[src/rtl/game_sequencer.sv]
// rtl/game_sequencer.sv - per-frame ship, scroll, collision, lives and phase sequencer
// All game state advances on frame_tick; collide pulses between ticks are latched.
module game_sequencer #(
   parameter int SCREEN_W    = 800,
   parameter int SHIP_SIZE   = 20,
   parameter int SHIP_STEP   = 2,
   parameter int OBJ_STEP    = 5,
   parameter int SCROLL_WRAP = 650,
   parameter int LIVES       = 3,
   parameter int HIT_FRAMES  = 60
) (
   input  logic       i_clk,
   input  logic       i_reset_n,
   input  logic       i_frame_tick,
   input  logic       i_move_left,
   input  logic       i_move_right,
   input  logic       i_start,
   input  logic       i_collide,
   output logic [9:0] o_ship_x,
   output logic [9:0] o_scroll,
   output logic [2:0] o_lives,
   output logic [1:0] o_state,
   output logic       o_ship_visible,
   output logic       o_hit_pulse
);

   localparam int         X_MAX_I      = SCREEN_W - SHIP_SIZE;
   localparam logic [9:0] C_X_MAX      = 10'(X_MAX_I);
   localparam logic [9:0] C_X_HOME     = 10'(X_MAX_I / 2);
   localparam logic [9:0] C_SHIP_STEP  = 10'(SHIP_STEP);
   localparam logic [9:0] C_X_RLIM     = 10'(X_MAX_I - SHIP_STEP);
   localparam logic [10:0] C_OBJ_STEP  = 11'(OBJ_STEP);
   localparam logic [10:0] C_WRAP      = 11'(SCROLL_WRAP);
   localparam logic [2:0] C_LIVES      = 3'(LIVES);
   localparam logic [7:0] C_HIT_FRAMES = 8'(HIT_FRAMES);

   typedef enum logic [1:0] {
      ST_ATTRACT = 2'd0,
      ST_PLAY    = 2'd1,
      ST_HIT     = 2'd2,
      ST_OVER    = 2'd3
   } state_t;

   state_t      r_state;
   logic [9:0]  r_ship_x;
   logic [9:0]  r_scroll;
   logic [2:0]  r_lives;
   logic [7:0]  r_timer;
   logic        r_latch;
   logic        r_hit_pulse;
   logic        r_ship_visible;

   logic [9:0]  w_ship_moved;
   logic [10:0] w_scroll_sum;
   logic [9:0]  w_scroll_next;
   logic [7:0]  w_timer_dec;
   logic        w_hit;

   // Both buttons together cancel out; position saturates at either edge.
   always_comb begin
      w_ship_moved = r_ship_x;
      if (i_move_left && !i_move_right) begin
         w_ship_moved = (r_ship_x < C_SHIP_STEP) ? 10'd0 : r_ship_x - C_SHIP_STEP;
      end else if (i_move_right && !i_move_left) begin
         w_ship_moved = (r_ship_x > C_X_RLIM) ? C_X_MAX : r_ship_x + C_SHIP_STEP;
      end
   end

   always_comb begin
      w_scroll_sum  = {1'b0, r_scroll} + C_OBJ_STEP;
      w_scroll_next = (w_scroll_sum >= C_WRAP) ? 10'd0 : w_scroll_sum[9:0];
      w_timer_dec   = r_timer - 8'd1;
      w_hit         = r_latch | i_collide;
   end

   always_ff @(posedge i_clk or negedge i_reset_n) begin
      if (!i_reset_n) begin
         r_state        <= ST_ATTRACT;
         r_ship_x       <= C_X_HOME;
         r_scroll       <= 10'd0;
         r_lives        <= C_LIVES;
         r_timer        <= 8'd0;
         r_latch        <= 1'b0;
         r_hit_pulse    <= 1'b0;
         r_ship_visible <= 1'b1;
      end else begin
         r_hit_pulse <= 1'b0;
         if (i_frame_tick) begin
            r_latch <= 1'b0;
            case (r_state)
               ST_ATTRACT, ST_OVER: begin
                  if (i_start) begin
                     r_state        <= ST_PLAY;
                     r_lives        <= C_LIVES;
                     r_ship_x       <= C_X_HOME;
                     r_scroll       <= 10'd0;
                     r_timer        <= 8'd0;
                     r_ship_visible <= 1'b1;
                  end else if (r_state == ST_ATTRACT) begin
                     r_scroll <= w_scroll_next;
                  end
               end
               ST_PLAY: begin
                  r_ship_x <= w_ship_moved;
                  r_scroll <= w_scroll_next;
                  if (w_hit) begin
                     r_hit_pulse <= 1'b1;
                     r_lives     <= (r_lives == 3'd0) ? 3'd0 : r_lives - 3'd1;
                     if (r_lives <= 3'd1) begin
                        r_state        <= ST_OVER;
                        r_ship_visible <= 1'b1;
                     end else begin
                        r_state        <= ST_HIT;
                        r_timer        <= C_HIT_FRAMES;
                        r_ship_visible <= ~C_HIT_FRAMES[3];
                     end
                  end
               end
               ST_HIT: begin
                  r_ship_x <= w_ship_moved;
                  r_scroll <= w_scroll_next;
                  r_timer  <= w_timer_dec;
                  // Blink follows timer bit 3 of the value the next frame will show.
                  if (w_timer_dec == 8'd0) begin
                     r_state        <= ST_PLAY;
                     r_ship_visible <= 1'b1;
                  end else begin
                     r_ship_visible <= ~w_timer_dec[3];
                  end
               end
               default: r_state <= ST_ATTRACT;
            endcase
         end else if (i_collide && r_state == ST_PLAY) begin
            r_latch <= 1'b1;
         end
      end
   end

   assign o_ship_x       = r_ship_x;
   assign o_scroll       = r_scroll;
   assign o_lives        = r_lives;
   assign o_state        = r_state;
   assign o_ship_visible = r_ship_visible;
   assign o_hit_pulse    = r_hit_pulse;

endmodule
[config.mk]
export PLATFORM = sky130hd
export DESIGN_NAME = game_sequencer
export DESIGN_NICKNAME = d
export VERILOG_FILES = /design/src/rtl/game_sequencer.sv
export SDC_FILE = /design/constraint.sdc
export NUM_CORES = 1
export LEC_CHECK = 0
export ABC_AREA = 0
export BUFFER_PORTS_ARGS = -buffer_cell sky130_fd_sc_hd__clkbuf_2
export CORE_MARGIN = 2
export CORE_UTILIZATION = 50
export DETAILED_ROUTE_END_ITERATION = 8
export GPL_ROUTABILITY_DRIVEN = 0
export PLACE_DENSITY = 0.76
export REMOVE_ABC_BUFFERS = 1
export SKIP_CTS_REPAIR_TIMING = 1
export SLEW_MARGIN = 10
export SYNTH_ARGS = -nofsm -noshare
export SYNTH_HDL_FRONTEND = slang
export SYNTH_SLANG_ARGS = --single-unit
[constraint.sdc]
create_clock -name i_clk -period 4.22 [get_ports i_clk]
set_clock_uncertainty 0.05 [all_clocks]
set_input_delay 0.211 -clock i_clk [delete_from_list [all_inputs] [get_ports i_clk]]
set_output_delay 0.211 -clock i_clk [all_outputs]
set_load 0.05 [all_outputs]
==> impl_metrics.env <==
export IMPL_syn_area_per_cell_um2=8.32
export IMPL_io_pins=34
export IMPL_clk_latency_ns=0.30
export IMPL_yosys_area_top_type="dfrtp_1"
export IMPL_dp_hpwl_um=3840
export IMPL_antenna_found_initial=0
export IMPL_ys_top_cells_by_area="dfrtp_1 (28%), dfstp_2 (7.3%), nand2_1 (5.4%)"
export IMPL_nNetsFinal=338
export IMPL_critPathMaxStageDelay_ns=0.46
export IMPL_reg2reg_from="o_state[0]"
export IMPL_syn_area_um2=2500
export IMPL_routedWlPerCell_um=13.7
export IMPL_ys_seq_elements=35
export IMPL_whs_ns=-0.0384
export IMPL_root_buffer="clkbuf_8"
export IMPL_start_util_pct=52.3
export IMPL_cp_max_fo=10
export IMPL_grt_pass1_wl_um=8950
export IMPL_async_reset_ff_share_pct=100
export IMPL_r2r_cells=8
export IMPL_postRouteAntennaNets=0
export IMPL_die_w_um=74.8
export IMPL_cts_buffer_depth=2
export IMPL_required_ns=4.41
export IMPL_max_freq_mhz=419
export IMPL_max_slew_margin_rel_pct=42.0
export IMPL_drt_iter0_markers=180
export IMPL_fillers=465
export IMPL_layout_min_cycle_time_ns=2.39
export IMPL_use_met3_pct=3.88
export IMPL_p_per_area_nw_per_um2=801
export IMPL_grt_overflow=0
export IMPL_synth_edff_count=0
export IMPL_fp_coreArea_um2=4790
export IMPL_diodes=0
export IMPL_syn_to_final_growth_pct=10.0
export IMPL_ir_drop_mv=0.406
export IMPL_met2_usage_pct=33.3
export IMPL_yosys_warnings=0
export IMPL_grt_use_met1_pct=27.4
export IMPL_tritoncts_num_sinks=35
export IMPL_total_leakage_power_uw=0.00119
export IMPL_maxSlewViolCount=0
export IMPL_synth_top_area_share_pct=28.0
export IMPL_h_tree_depth=2
export IMPL_critPathLaunch="o_state[0]"
export IMPL_numCtsBuffers=5
export IMPL_synthFlopType="dfrtp_1"
export IMPL_numPortBuffers=32
export IMPL_yosys_top_cells_count="nand2_1 (36), nor2_1 (31), dfrtp_1 (28), o21ai_0 (26), a21oi_1 (19)"
export IMPL_placed_area_um2=2640
export IMPL_grt_max_degree=36
export IMPL_totalWireLength_um=5340
export IMPL_violations="hold timing"
export IMPL_crit_path_cell_trace="inv_1 > ha_1 > o21ai_1 > a31oi_1 > o211ai_1 > a311o_1 > a21oi_1 > nor2_1"
export IMPL_p_total_uw=2210
export IMPL_rsz0062_at_grt="no"
export IMPL_design_area_um2=2760
export IMPL_fin_setup_tns_ns=0
export IMPL_die_area_um2=5590
export IMPL_cp_endpoint="o_ship_x[8]"
export IMPL_cp_data_arrival_time_ns=2.57
export IMPL_grt_pass1_vias=2040
export IMPL_netlist_instances=301
export IMPL_cpMaxStageDelayCell="ha_1"
export IMPL_crit_type="flip-flop to flip-flop"
export IMPL_period_share_pct=56.5
export IMPL_grt_usage_pct=20.6
export IMPL_status="complete, but fails checks"
export IMPL_rows=25
export IMPL_yosysMostFrequentCell="nand2_1"
export IMPL_reg2reg_slack_ns=1.83
export IMPL_setup_viol=0
export IMPL_cap_violations=0
export IMPL_num_vias=2267
export IMPL_ys_seq_area_share_pct=35.3
export IMPL_chipHeight_um=74.8
export IMPL_firstDrtPassIters=4
export IMPL_end_kind="flip-flop"
export IMPL_worst_pin_slew_ns=0.870
export IMPL_start_kind="flip-flop"
export IMPL_hold_path_class="primary input to asynchronous set/reset pin"
export IMPL_r2r_end="o_ship_x[8]"
export IMPL_grt_most_used_layer="met2"
export IMPL_cts_tree="done"
export IMPL_drive_gt1_share_pct=18.9
export IMPL_synth_distinct_cells=64
export IMPL_hold_viol_final=28
export IMPL_cts_clk_slew_worst_paths_ns=0.08
export IMPL_via_per_inst=5.81
export IMPL_drcViolationCount=0
[metal layers]
| metal | routed length (um) | part of all wire (%) | up-vias |
|---|---|---|---|
| met5 | 0 | 0 | - |
| met4 | 76 | 1.4 | 0 |
| met3 | 215 | 4.0 | 7 |
| met2 | 2540 | 48 | 55 |
| met1 | 2500 | 47 | 1079 |
| li1 | - | - | 1126 |
[cell usage in the layout (no fill, tap or decap), types with 3 or more instances in the layout]
cell type / Yosys / layout
a21o_1: 4 / 4
a21oi_1: 19 / 19
a22oi_1: 3 / 3
a31oi_1: 6 / 6
clkbuf_2: 1 / 32
clkbuf_8: 0 / 5
dfrtp_1: 28 / 28
dfstp_2: 7 / 7
ha_1: 9 / 9
inv_1: 14 / 14
mux2_2: 3 / 3
nand2_1: 36 / 36
nand2b_1: 4 / 4
nand3_1: 11 / 11
nor2_1: 31 / 31
nor2b_1: 3 / 3
nor3_1: 9 / 9
nor3b_1: 3 / 3
nor4b_1: 3 / 3
o21ai_0: 26 / 26
o21ai_1: 5 / 5
xnor2_1: 5 / 5
[worst min-delay path by stage]
| stage | start | end | slack (ns) | depth (start not counted) |
|---|---|---|---|---|
| 2_1_floorplan | i_reset_n | o_hit_pulse | -0.13 | 0 |
| 3_3_place_gp | i_reset_n | r_timer[1] | 0.31 | 1 |
| 3_5_place_dp | i_reset_n | r_timer[1] | 0.32 | 1 |
| 4_1_cts | i_reset_n | r_timer[1] | -0.01 | 1 |
| 5_1_grt | i_reset_n | r_timer[1] | 0.03 | 1 |
| 6_report | i_reset_n | r_timer[1] | -0.04 | 1 |
[power by group]
part	internal, uW	leakage (uW)	switching, uW	total, uW
logic	411	0.000686	820	1230
clock network	176	0.0000581	128	304
registers	469	0.000444	203	671
total	1060	0.00119	1150	2210
[through the flow]
| stage | hold slack (ns) | instances | setup WS (ns) | utilization [%] |
|---|---|---|---|---|
| final | -0.0384 | 390 | 1.83 | 57.6 |
| after global routing | 0.0309 | 390 | 1.61 | 57.6 |
| after CTS | -0.0115 | 390 | 1.85 | 57.6 |
| after detailed placement | 0.321 | 382 | 1.85 | 55.2 |
| after global placement | 0.314 | 382 | 1.88 | 55.2 |
| after floorplan | -0.135 | 283 | 1.77 | - |
[area by class of cell]
class / count / area, um^2 / area share (%)
Sequential cell: 35 / 885 / 32.1
Multi-Input combinational cell: 234 / 1460 / 53.0
Inverter: 14 / 52.6 / 1.91
Tap cell: 67 / 83.8 / 3.04
Clock inverter: 3 / 43.8 / 1.59
Timing Repair Buffer: 32 / 160 / 5.81
Clock buffer: 5 / 68.8 / 2.50
[critical path, delay by kind of cell, from the launching register on]
kind            cells  cell delay [ns]
simple gates        1             0.06
flops               1             0.40
buf+inv             1             0.08
fa+ha+maj           1             0.46
compound gates      5             1.29
[logic make-up after synthesis]
kind of cell             count (synthesis)  synth area share [%]
AND/OR/NAND/NOR                        115                  22.4
AO/OA/AOI/OAI                           97                  26.7
flip-flops                              35                  35.3
buffers and inverters                   32                  6.30
adder cells (fa/ha/maj)                  9                  4.50
XOR/XNOR                                 7                  2.45
multiplexers                             5                  2.15
other                                    1                 0.150
[registers in the layout, summed over array words and instances (netlist names)]
signal,cells
o_lives,3
o_hit_pulse,1
r_latch,1
o_scroll,10
r_timer,8
o_state,2
o_ship_x,9
o_ship_visible,1
Power figures use the tool's default switching activity.
